===== src/rtl/btn_pkg.sv =====
// -----------------------------------------------------------------------------
// btn_pkg
// Shared definitions for the push-button conditioner.
//   BTN_FASTER / BTN_SLOWER : channel index constants
//   BTN_CNT_W               : debounce counter width
//   btn_state_t             : per-channel press FSM state
// -----------------------------------------------------------------------------
package btn_pkg;

  localparam int BTN_FASTER = 0;
  localparam int BTN_SLOWER = 1;
  localparam int BTN_CNT_W  = 24;

  typedef enum logic {
    IDLE    = 1'b0,
    PRESSED = 1'b1
  } btn_state_t;

endpackage : btn_pkg


===== src/rtl/btn_debounce_ch.sv =====
// -----------------------------------------------------------------------------
// btn_debounce_ch
// One button channel: 2-flop synchroniser, debounce counter, press FSM and,
// when BTN_AUTO_REPEAT_EN is defined, a hold timer that requests repeat
// pulses while the button stays pressed.
//
// Ports
//   clk          in   system clock
//   rst_n        in   asynchronous active-low reset
//   raw          in   raw asynchronous button pin (active high)
//   stable       out  debounced level (registered)
//   press_req    out  combinational request; the top registers the granted
//                     request so the pulse appears on the same edge that
//                     stable rises
//   cnt_nz_next  out  debounce counter will be non-zero after this edge
// -----------------------------------------------------------------------------
module btn_debounce_ch
  import btn_pkg::*;
#(
  parameter int unsigned DEBOUNCE_CYCLES = 1_000_000,
  parameter int unsigned REPEAT_DELAY    = 50_000_000,
  parameter int unsigned REPEAT_PERIOD   = 20_000_000
) (
  input  logic clk,
  input  logic rst_n,
  input  logic raw,
  output logic stable,
  output logic press_req,
  output logic cnt_nz_next
);

  if (DEBOUNCE_CYCLES == 0 || DEBOUNCE_CYCLES > (1 << BTN_CNT_W) - 1 ||
      REPEAT_DELAY == 0 || REPEAT_PERIOD == 0) begin : g_bad_params
    $error("btn_debounce_ch: parameter out of range");
  end

  localparam logic [BTN_CNT_W-1:0] DB_LAST = BTN_CNT_W'(DEBOUNCE_CYCLES);

  logic                 r_sync_ff1;
  logic                 r_sync;
  logic [BTN_CNT_W-1:0] r_cnt;
  logic                 r_stable;
  btn_state_t           r_state;

  logic [BTN_CNT_W-1:0] w_cnt_inc;
  logic [BTN_CNT_W-1:0] w_cnt_next;
  logic                 w_stable_next;
  logic                 w_rise;
  logic                 w_fall;
  btn_state_t           w_state_next;
  logic                 w_rep_req;

  // Synchroniser, counter and debounced level.
  always_ff @(posedge clk or negedge rst_n) begin
    if (!rst_n) begin
      r_sync_ff1 <= 1'b0;
      r_sync     <= 1'b0;
      r_cnt      <= '0;
      r_stable   <= 1'b0;
    end else begin
      r_sync_ff1 <= raw;
      r_sync     <= r_sync_ff1;
      r_cnt      <= w_cnt_next;
      r_stable   <= w_stable_next;
    end
  end

  assign w_cnt_inc = r_cnt + BTN_CNT_W'(1);

  // The new level is accepted on the edge where the count would reach
  // DEBOUNCE_CYCLES; the counter clears instead of holding that value.
  always_comb begin
    w_cnt_next    = '0;
    w_stable_next = r_stable;
    if (r_sync != r_stable) begin
      if (w_cnt_inc == DB_LAST) begin
        w_stable_next = r_sync;
      end else begin
        w_cnt_next = w_cnt_inc;
      end
    end
  end

  assign w_rise      = w_stable_next & ~r_stable;
  assign w_fall      = ~w_stable_next & r_stable;
  assign cnt_nz_next = (w_cnt_next != '0);
  assign stable      = r_stable;

  // FSM: state register.
  always_ff @(posedge clk or negedge rst_n) begin
    if (!rst_n) begin
      r_state <= IDLE;
    end else begin
      r_state <= w_state_next;
    end
  end

  // FSM: next state.
  always_comb begin
    w_state_next = r_state;
    case (r_state)
      IDLE:    if (w_rise) w_state_next = PRESSED;
      PRESSED: if (w_fall) w_state_next = IDLE;
      default: w_state_next = IDLE;
    endcase
  end

  // FSM: outputs. Only the IDLE->PRESSED transition (plus optional repeats)
  // requests a pulse; release is silent.
  always_comb begin
    press_req = w_rep_req;
    if (r_state == IDLE && w_rise) begin
      press_req = 1'b1;
    end
  end

`ifdef BTN_AUTO_REPEAT_EN
  logic [31:0] r_hold;
  logic        r_rep_phase;  // 0: waiting for first repeat, 1: periodic
  logic [31:0] w_hold_inc;
  logic [31:0] w_hold_target;

  assign w_hold_inc    = r_hold + 32'd1;
  assign w_hold_target = r_rep_phase ? REPEAT_PERIOD : REPEAT_DELAY;

  // Timer is 0 on the edge the channel enters PRESSED (the initial pulse
  // edge), so a match on w_hold_inc lands exactly DELAY/PERIOD edges later.
  // A repeat on the same edge as the debounced release is suppressed.
  assign w_rep_req = (r_state == PRESSED) && w_stable_next &&
                     (w_hold_inc == w_hold_target);

  always_ff @(posedge clk or negedge rst_n) begin
    if (!rst_n) begin
      r_hold      <= '0;
      r_rep_phase <= 1'b0;
    end else if (r_state != PRESSED || !w_stable_next) begin
      r_hold      <= '0;
      r_rep_phase <= 1'b0;
    end else if (w_rep_req) begin
      r_hold      <= '0;
      r_rep_phase <= 1'b1;
    end else begin
      r_hold      <= w_hold_inc;
    end
  end
`else
  assign w_rep_req = 1'b0;
`endif

endmodule : btn_debounce_ch


===== src/rtl/btn_pulse_conditioner.sv =====
// -----------------------------------------------------------------------------
// btn_pulse_conditioner
// Synchronises and debounces N_BTN raw push-buttons and emits one single-cycle
// pulse per press. Simultaneous requests are arbitrated lowest-index-wins;
// losing requests are dropped. Optional auto-repeat: define
// BTN_AUTO_REPEAT_EN.
//
// Ports
//   clk         in   system clock
//   rst_n       in   asynchronous active-low reset
//   btn_raw     in   [N_BTN] raw button pins, active high
//   btn_stable  out  [N_BTN] debounced levels
//   btn_pulse   out  [N_BTN] one-cycle press strobes, at most one bit high
//   btn_busy    out  any debounce counter non-zero (debug)
// -----------------------------------------------------------------------------
module btn_pulse_conditioner
  import btn_pkg::*;
#(
  parameter int          N_BTN           = 2,
  parameter int unsigned DEBOUNCE_CYCLES = 1_000_000,
  parameter int unsigned REPEAT_DELAY    = 50_000_000,
  parameter int unsigned REPEAT_PERIOD   = 20_000_000
) (
  input  logic             clk,
  input  logic             rst_n,
  input  logic [N_BTN-1:0] btn_raw,
  output logic [N_BTN-1:0] btn_stable,
  output logic [N_BTN-1:0] btn_pulse,
  output logic             btn_busy
);

  logic [N_BTN-1:0] w_stable;
  logic [N_BTN-1:0] w_press_req;
  logic [N_BTN-1:0] w_cnt_nz_next;
  logic [N_BTN-1:0] w_grant;
  logic [N_BTN-1:0] r_pulse;
  logic             r_busy;

  for (genvar gi = 0; gi < N_BTN; gi++) begin : g_ch
    btn_debounce_ch #(
      .DEBOUNCE_CYCLES (DEBOUNCE_CYCLES),
      .REPEAT_DELAY    (REPEAT_DELAY),
      .REPEAT_PERIOD   (REPEAT_PERIOD)
    ) u_ch (
      .clk         (clk),
      .rst_n       (rst_n),
      .raw         (btn_raw[gi]),
      .stable      (w_stable[gi]),
      .press_req   (w_press_req[gi]),
      .cnt_nz_next (w_cnt_nz_next[gi])
    );
  end

  // Isolate the lowest set request bit (x & -x).
  assign w_grant = w_press_req & (~w_press_req + N_BTN'(1));

  // Registering the next-cycle counter status makes btn_busy track the
  // counters themselves without a combinational output path.
  always_ff @(posedge clk or negedge rst_n) begin
    if (!rst_n) begin
      r_pulse <= '0;
      r_busy  <= 1'b0;
    end else begin
      r_pulse <= w_grant;
      r_busy  <= |w_cnt_nz_next;
    end
  end

  assign btn_stable = w_stable;
  assign btn_pulse  = r_pulse;
  assign btn_busy   = r_busy;

endmodule : btn_pulse_conditioner


===== config.mk =====
export PLATFORM = sky130hd
export DESIGN_NAME = btn_pulse_conditioner
export DESIGN_NICKNAME = d
export VERILOG_FILES = /design/src/rtl/btn_pkg.sv /design/src/rtl/btn_debounce_ch.sv /design/src/rtl/btn_pulse_conditioner.sv
export SDC_FILE = /design/constraint.sdc
export NUM_CORES = 1
export LEC_CHECK = 0
export BUFFER_PORTS_ARGS = -buffer_cell sky130_fd_sc_hd__buf_2
export CORE_AREA = 3 3 96 98
export CTS_CLUSTER_SIZE = 28
export DETAILED_ROUTE_END_ITERATION = 8
export DIE_AREA = 0 0 99 101
export GPL_TIMING_DRIVEN = 0
export HOLD_SLACK_MARGIN = 0.03
export SYNTH_ARGS = -nofsm -noshare
export SYNTH_HDL_FRONTEND = slang
export SYNTH_SLANG_ARGS = --single-unit

===== constraint.sdc =====
create_clock -name clk -period 7.8 [get_ports clk]
set_clock_uncertainty 0.15 [all_clocks]
set_input_delay 1.95 -clock clk [delete_from_list [all_inputs] [get_ports clk]]
set_output_delay 1.95 -clock clk [all_outputs]
set_load 0.005 [all_outputs]

==> flow_summary.json <==
{
  "clk_pin_slew_ps": 70,
  "end_kind": "register",
  "hold_buffers": 0,
  "synth_nets": 421,
  "setup_viol": 0,
  "avgSynthCellArea_sq_um": 9.04,
  "cts_max_path_buffers": 2,
  "ant_nets": 0,
  "ys_warn_count": 0,
  "holdWs_ps": 203,
  "place_inst": 531,
  "crit_type": "reg2reg",
  "avgRoutedWirePerCell_um": 15.4,
  "routabilityCongestion": 0.844,
  "slowest_delay_ps": 660,
  "grt_setup_unrepaired": "no",
  "die_x_um": 99,
  "grt_pass1_vias": 2868,
  "crit_required_ps": 7840,
  "areaGrowthSynthToFinish_pct": 9.84,
  "grt_use_total": 0.175,
  "r2r_slack_ps": 4410,
  "vias_per_cell": 5.66,
  "outcome": "finished, final reports clean",
  "setup-tns-final_ps": 0,
  "relSlewSlack": 0.489,
  "antenna_found_initial": 0,
  "cts_buffers": 9,
  "detailed_place.area_sq_um": 3930,
  "ir_worst_vdd_mv": 0.0856,
  "die_h_um": 101,
  "synth_commonest_cells": "nor2_1 (60), dfrtp_1 (59), xnor2_1 (30), nand3_1 (27), nand4_1 (24)",
  "final_core_util": 0.482,
  "layout-drive-gt1-share": 0.114,
  "yosysTopAreaCell": "dfrtp_1",
  "synth-edff-count": 0,
  "drt-total-wl_um": 8420,
  "drc": 0,
  "vias": 3097,
  "drt_pass1_iterations": 4,
  "crit_fanout": 10,
  "globalRouteOverflowTotal": 0,
  "synth.most_common_cell": "nor2_1",
  "clock.fmax_ghz": 0.295,
  "crit_slowest_cell": "or4_1",
  "cts_tree": "yes",
  "num_antenna_cells": 0,
  "port_buffers": 8,
  "critPathArrivalTime_ps": 3430,
  "hold_viol": 0,
  "synthTopCellsByArea": "dfrtp_1 (39%), xnor2_1 (7.0%), nor2_1 (6.0%), nand4_1 (4.0%), xor2_1 (3.7%)",
  "final_max_slew_viol_count": 0,
  "cts_root_buf": "clkbuf_8",
  "drt_iter0_drc": 177,
  "initial_core_util": 0.439,
  "hpwl_um": 5850,
  "start_kind": "register",
  "path_delay_family": "simple AND/OR/NAND/NOR gates",
  "async_flop_share": 1.00,
  "finalInstanceArea_sq_um": 4120,
  "fp.coreArea_sq_um": 8550,
  "nets": 440,
  "ys_types": 65,
  "leakagePower_nw": 1.66,
  "pin_count": 9,
  "grt_max_degree": 60,
  "yosysTopAreaCellShare": 0.394,
  "ys_ff_latch": 59,
  "power_density_nw_per_um2": 150,
  "dieArea_sq_um": 10000,
  "cp_num_buf_inv": 2,
  "hp-class": "reg2reg",
  "post_cts_resized": 0,
  "grt_pass1_wl_um": 14100,
  "worst-slew-pin-transition_ps": 766,
  "drv_cap": 0,
  "seq_area_frac_synth": 0.394,
  "clock_latency_ps": 340,
  "synth_ff_type": "dfrtp_1",
  "rows": 34,
  "htree_num_levels": 3,
  "period_minus_slack_ps": 3390,
  "period_share": 0.434,
  "cp_cell_sequence": "ha_1 -> buf_2 -> nand4_2 -> or4_1 -> o21ai_0 -> nand3_1 -> a2111oi_4 -> or2_4 -> buf_6 -> o211ai_2",
  "cts_setup_buffers": 0,
  "clock_sinks": 59,
  "finalNonFillerCells": 547,
  "synth_area_sq_um": 3750,
  "synthCells": 415
}
[stage by stage]
stage,setup WS (ps),power [mW]
2_1_floorplan,4860,0.338
3_3_place_gp,4460,0.351
3_5_place_dp,4390,0.352
4_1_cts,4410,0.627
5_1_grt,4140,0.642
6_report,4410,0.618
[flip-flops by register name (all words and copies together) (netlist names)]
signal and cells:
btn_pulse 2, g_ch.u_ch.r_sync_ff1 2, btn_busy 1, g_ch.u_ch.r_state 2, g_ch.u_ch.r_cnt 48, g_ch.u_ch.stable 2, g_ch.u_ch.r_sync 2
[power breakdown]
group / leakage (nW) / switching, mW / internal [mW]
sequential: 0.807 / 0.00408 / 0.310
combinational: 0.754 / 0.0206 / 0.0105
clock: 0.0997 / 0.123 / 0.150
[layer usage]
layer | vias up | track usage | part of all wire
met1 | 1485 | 0.252 | 0.50
met2 | 59 | 0.264 | 0.44
met5 | - | 0 | 0
met4 | 0 | 0.0630 | 0.015
met3 | 12 | 0.0304 | 0.042
li1 | 1541 | - | -
[final timing paths]
path | start | end | depth (start not counted)
max | g_ch[0].u_ch.r_cnt[0] | btn_busy | 10
min | g_ch[1].u_ch.r_sync_ff1 | g_ch[1].u_ch.r_sync | 0
max reg2reg | g_ch[0].u_ch.r_cnt[0] | btn_busy | 10
min reg2reg | g_ch[1].u_ch.r_sync_ff1 | g_ch[1].u_ch.r_sync | 0
max in group asynchronous | rst_n | btn_pulse[0] | 1
min in group asynchronous | rst_n | g_ch[1].u_ch.r_cnt[6] | 1
[layout by cell type, fill, tap and decap left out, types with 4 or more instances in the layout]
master,synthesis,layout
nor2_1,60,60
a21oi_1,9,9
and2_1,5,5
mux2_2,4,4
xor2_1,16,16
nor3_1,17,17
buf_2,4,11
and4_1,7,7
nand4_1,24,24
o21ai_0,8,8
a211o_1,5,5
dfrtp_1,59,59
a31oi_1,4,4
xnor2_1,30,30
nor4_1,9,9
nand2_1,22,22
clkbuf_8,0,13
clkbuf_1,15,17
inv_1,8,8
nand3_1,27,27
buf_4,7,8
[cell families (layout without fill, tap and decap cells)]
kind of cell,after synthesis,after routing,synth area share
DFF,59,59,0.394
xor gates and xnor gates,46,46,0.107
adders and majority gates,2,2,0.00667
and+or+nand+nor,206,206,0.305
buffers and inverters,39,63,0.0514
muxes,6,6,0.0173
AOI/OAI and AO/OA,57,57,0.119
[cell type report]
cell class | instances | area (sq um)
plain buffers | 31 | 163
clock buffers | 15 | 186
clock inverters | 1 | 5.00
fillers | 840 | 4430
inverters | 8 | 30.0
multi-input cells | 317 | 2080
flip-flops and latches | 59 | 1480
well taps | 108 | 135
repair buffers | 8 | 42.5
Power figures use the tool's default switching activity.
